--- src/rtl/fp_aligner.sv ---
// fp_aligner: pre-add alignment stage of the binary32 FP adder datapath.
//
// Takes two IEEE-754 single-precision operands, orders them by magnitude and
// right-shifts the smaller significand by the exponent difference. The
// results leave through a two-register valid/ready pipeline.
//
// Ports:
//   clk, rst        clock and synchronous active-high reset
//   in_valid/ready  input handshake for the operand pair in_a / in_b
//   out_valid/ready output handshake for the aligned result
//   out_mant_large  significand of the larger operand, hidden bit at [23]
//   out_mant_small  smaller significand shifted right by the exponent gap
//   out_exp         exponent of the larger operand (common exponent)
//   out_sign_large  sign of the larger operand
//   out_sign_small  sign of the smaller operand
//   out_eff_sub     operand signs differ
//   out_sticky      OR of every bit shifted out of the smaller significand
module fp_aligner (
    input  logic        clk,
    input  logic        rst,
    input  logic        in_valid,
    output logic        in_ready,
    input  logic [31:0] in_a,
    input  logic [31:0] in_b,
    output logic        out_valid,
    input  logic        out_ready,
    output logic [23:0] out_mant_large,
    output logic [23:0] out_mant_small,
    output logic [7:0]  out_exp,
    output logic        out_sign_large,
    output logic        out_sign_small,
    output logic        out_eff_sub,
    output logic        out_sticky
);

    logic [7:0]  exp_a;
    logic [7:0]  exp_b;
    logic [23:0] sig_a;
    logic [23:0] sig_b;
    logic        a_is_large;

    logic        s1_valid;
    logic [23:0] s1_sig_large;
    logic [23:0] s1_sig_small;
    logic [7:0]  s1_exp_large;
    logic [7:0]  s1_diff;
    logic        s1_sign_large;
    logic        s1_sign_small;
    logic        s1_eff_sub;

    logic        s1_advance;
    logic        s2_advance;

    logic        big_shift;
    logic [23:0] shift_mask;
    logic [23:0] shifted_small;
    logic        sticky_next;

    // Zero exponent flushes zeros and denormals to a zero significand;
    // Inf/NaN are treated as ordinary large values.
    assign exp_a = in_a[30:23];
    assign exp_b = in_b[30:23];
    assign sig_a = (exp_a == 8'd0) ? 24'd0 : {1'b1, in_a[22:0]};
    assign sig_b = (exp_b == 8'd0) ? 24'd0 : {1'b1, in_b[22:0]};

    // Exponent is the major key, significand the minor; a tie keeps A large.
    assign a_is_large = ({exp_a, sig_a} >= {exp_b, sig_b});

    assign s2_advance = !out_valid || out_ready;
    assign s1_advance = !s1_valid || s2_advance;
    assign in_ready   = s1_advance;

    // Any gap of 24 or more pushes the whole significand into the sticky
    // bit; below that the low five bits of the gap are the shift amount.
    assign big_shift     = (s1_diff >= 8'd24);
    assign shift_mask    = ~(24'hFF_FFFF << s1_diff[4:0]);
    assign shifted_small = big_shift ? 24'd0 : (s1_sig_small >> s1_diff[4:0]);
    assign sticky_next   = big_shift ? (|s1_sig_small)
                                     : (|(s1_sig_small & shift_mask));

    // Stage 1: order the operands and register the exponent gap.
    always_ff @(posedge clk) begin
        if (rst) begin
            s1_valid      <= 1'b0;
            s1_sig_large  <= 24'd0;
            s1_sig_small  <= 24'd0;
            s1_exp_large  <= 8'd0;
            s1_diff       <= 8'd0;
            s1_sign_large <= 1'b0;
            s1_sign_small <= 1'b0;
            s1_eff_sub    <= 1'b0;
        end else if (s1_advance) begin
            s1_valid <= in_valid;
            if (in_valid) begin
                s1_eff_sub <= in_a[31] ^ in_b[31];
                if (a_is_large) begin
                    s1_sig_large  <= sig_a;
                    s1_sig_small  <= sig_b;
                    s1_exp_large  <= exp_a;
                    s1_diff       <= exp_a - exp_b;
                    s1_sign_large <= in_a[31];
                    s1_sign_small <= in_b[31];
                end else begin
                    s1_sig_large  <= sig_b;
                    s1_sig_small  <= sig_a;
                    s1_exp_large  <= exp_b;
                    s1_diff       <= exp_b - exp_a;
                    s1_sign_large <= in_b[31];
                    s1_sign_small <= in_a[31];
                end
            end
        end
    end

    // Stage 2: perform the alignment shift; outputs hold while stalled.
    always_ff @(posedge clk) begin
        if (rst) begin
            out_valid      <= 1'b0;
            out_mant_large <= 24'd0;
            out_mant_small <= 24'd0;
            out_exp        <= 8'd0;
            out_sign_large <= 1'b0;
            out_sign_small <= 1'b0;
            out_eff_sub    <= 1'b0;
            out_sticky     <= 1'b0;
        end else if (s2_advance) begin
            out_valid <= s1_valid;
            if (s1_valid) begin
                out_mant_large <= s1_sig_large;
                out_mant_small <= shifted_small;
                out_exp        <= s1_exp_large;
                out_sign_large <= s1_sign_large;
                out_sign_small <= s1_sign_small;
                out_eff_sub    <= s1_eff_sub;
                out_sticky     <= sticky_next;
            end
        end
    end

endmodule

--- config.mk ---
export PLATFORM = sky130hd
export DESIGN_NAME = fp_aligner
export DESIGN_NICKNAME = d
export VERILOG_FILES = /design/src/rtl/fp_aligner.sv
export SDC_FILE = /design/constraint.sdc
export NUM_CORES = 1
export LEC_CHECK = 0
export ABC_AREA = 1
export BUFFER_PORTS_ARGS = -buffer_cell sky130_fd_sc_hd__buf_4
export CORE_MARGIN = 3
export CORE_UTILIZATION = 42
export CTS_BUF_LIST = sky130_fd_sc_hd__clkbuf_4
export DETAILED_ROUTE_END_ITERATION = 10
export GPL_ROUTABILITY_DRIVEN = 0
export PLACE_DENSITY_LB_ADDON = 0.2
export SLEW_MARGIN = 30
export SYNTH_ARGS = -nofsm -noshare
export SYNTH_HDL_FRONTEND = slang
export SYNTH_SLANG_ARGS = --single-unit
--- constraint.sdc ---
create_clock -name clk -period 2.5 [get_ports clk]
set_input_delay 0.375 -clock clk [delete_from_list [all_inputs] [get_ports clk]]
set_output_delay 0.375 -clock clk [all_outputs]
set_load 0.02 [all_outputs]
==> out/results.tsv <==
metric	value	unit
status	finished clean	
path_buf_inv	6	
postRouteAntennaNets	0	
initial_core_util	43.3	%
nets	1604	
pwr_density_cell	533	nW/µm²
critical_path.endpoint_type	flip-flop	
timing.final.hold_violations	0	
yosys.area.top_type	dfxtp_1	
grt_usage	23.6	%
totalWireLength	25.7	mm
hold_path.class	in -> reg	
synthToLayoutAreaGrowth	27.6	%
yosysSeqAreaShare	31.6	%
wl_per_cell	14.5	µm
arrival	2.80	ns
dieHeight	146	µm
io_buffer_count	129	
clock_latency	0.55	ns
synth_area_leaders	dfxtp_1 32%, nand2_1 19%, nand3_1 11%, a21oi_1 7.1%, ha_1 6.0%	
dp.cells	1733	
synth_compound_area_share	14.7	%
layout_commonest_cell	nand2_1	
fmax	0.422	GHz
drt_iter0_drc	754	
slowest_delay	0.31	ns
vdd_ir_drop_max	0.216	mV
synth-simple-area-share	36.5	%
fin_cells	1769	
dr.pass1.iters	6	
clk_pin_slew	0.13	ns
grt_pass1_wl	41.6	mm
ys_types	36	
synthAdderAreaFrac	6.45	%
yosys_register_bits	129	
final_area	10400	µm²
muxShareOfSynthArea	0	%
die_w	146	µm
avgSynthCellArea	6.28	µm²
synth_fp_nets	1412	
finalMaxSlewViolations	0	
grt_pass1_vias	8089	
synth_top_area_share	31.6	%
vias	9129	
cp-start-kind	input pin	
cp_data_required_time	2.93	ns
cts_tree	yes	
maxCapViolations	0	
synthCells	1303	
setup_violations	0	
crit_path_frequent_cell	nand2_1	
relSlewSlack	42.6	%
ioPinCount	130	
timing.final.crit_share	94.7	%
path_cells	buf_4, inv_1, nand4_1, nor2_4, inv_6, nand2_1, inv_1, ha_1, nand2_1, nand2_1, nand2_1, nand2_1, nand2_1, nand2_1, a21oi_4, buf_12, buf_12, nand3_1, nand3_1, a21oi_1	
clock_sinks	129	
fp.dieArea	21200	µm²
rows	50	
worstSetupPathType	in -> reg	
finalClockSkew	0.0247	ns
core-area	18900	µm²
fin_util	55.3	%
path_delay_family	simple AND/OR/NAND/NOR gates	
worst_slew_pin_slew	0.860	ns
synth_top_family_by_area	simple AND/OR/NAND/NOR gates	
netlist_area	8180	µm²
final_cell_mix	400 x nand2_1, 246 x buf_4, 178 x nand3_1	
vias_per_cell	5.16	
grt_max_degree	94	
cpMaxStageDelayCell	ha_1	
crit_fanout	24	
drc	0	
yosysWarnings	0	
cts-buffers-inserted	17	
clk_path_buf_depth	2	
cts_root_buffer	clkbuf_4	
drive_gt1_share	20.9	%
overflow	0	
p_leak	5.12	nW
synth_xor_area_share	1.07	%
hold_buffers	0	
fin_crit	2.37	ns
hpwl	19.8	mm
finalPower	5.56	mW
tns	0	ns
ctsHtreeMaxLevel	4	
grt_antenna_before_repair	1	
dpl_cell_area	10100	µm²
-- per-layer routing --
layer | track usage (%) | up-vias | wire [µm]
met3 | 3.52 | 38 | 1790
met2 | 36.1 | 361 | 11400
met1 | 34.4 | 4074 | 12000
li1 | - | 4656 | -
met5 | 0 | - | 0
met4 | 7.26 | 0 | 495
-- power breakdown --
part,leakage [nW],switching (mW),internal [mW]
registers,1.06,0.140,2.21
logic,3.91,1.07,0.753
clock network,0.150,0.853,0.534
total,5.12,2.07,3.50
-- cell usage after synthesis (all sizes together) --
cell type and n:
dfxtp 129, o2111ai 1, nand4 9, a21boi 2
o211ai 9, o21bai 2, o21a 3, nand3 178
nor2 112, nor4 2, or2 5, xor2 6
o22ai 1, a311oi 1, xnor2 4, a21oi 118
clkinv 3, nor3 6, buf 38, fa 2
a21o 3, clkbuf 45, ha 39, o21ai 86
nand2 406, inv 92, a22o 1
-- timing repair --
| action | 4_1_cts | 5_1_grt |
|---|---|---|
| setup endpoints to repair | 0 | 65 |
| resized for setup | 0 | 5 |
| buffers inserted | 0 | 2 |
-- metrics by stage --
| stage | setup slack, ns | hold WS, ns |
|---|---|---|
| after floorplan | 0.00726 | 0.442 |
| after global routing | -0.00970 | 0.0684 |
| after CTS | 0.105 | 0.0585 |
| after detailed placement | -0.503 | 0.455 |
| after global placement | -0.442 | 0.450 |
| final | 0.132 | 0.104 |
-- final timing paths --
path	from	end	slack, ns	depth (start not counted)
hold / removal	in_a[31]	s1_eff_sub	0.10	3
setup reg to reg	s1_diff[0]	out_mant_small[0]	0.51	10
setup / recovery	in_a[27]	s1_sig_small[16]	0.13	20
hold reg to reg	out_mant_small[22]	out_mant_small[22]	0.47	2
-- final cells by class --
cell class / count / area [µm²]
fillers: 1956 / 8450
flip-flops and latches: 129 / 2580
clock buffers: 19 / 143
multi-input cells: 996 / 4840
well taps: 260 / 325
repair buffers: 256 / 2050
diodes: 1 / 2.50
inverters: 95 / 365
clock inverters: 13 / 129
-- sequential cells by signal (all words and copies together) (netlist names), 8 cells and up --
name	flops
out_mant_large	24
s1_diff	8
s1_exp_large	8
out_exp	8
s1_sig_large	24
out_mant_small	24
s1_sig_small	24
-- kinds of logic after synthesis --
kind of cell | Yosys count
simple gates | 718
flops | 129
fa+ha+maj | 41
xor+xnor | 10
buf+inv | 178
compound gates | 227
-- worst register-to-register path: stages (launching register included) --
cell     delay, ns
dfxtp_1       0.52
o21ai_0       0.24
o21ai_0       0.52
nand2_1       0.10
nand2_1       0.15
nand3_1       0.09
nand2_1       0.06
inv_1         0.04
nand2_1       0.05
nand2_1       0.04
a21oi_1       0.12
Note: power is estimated with default switching activity, not from simulation.
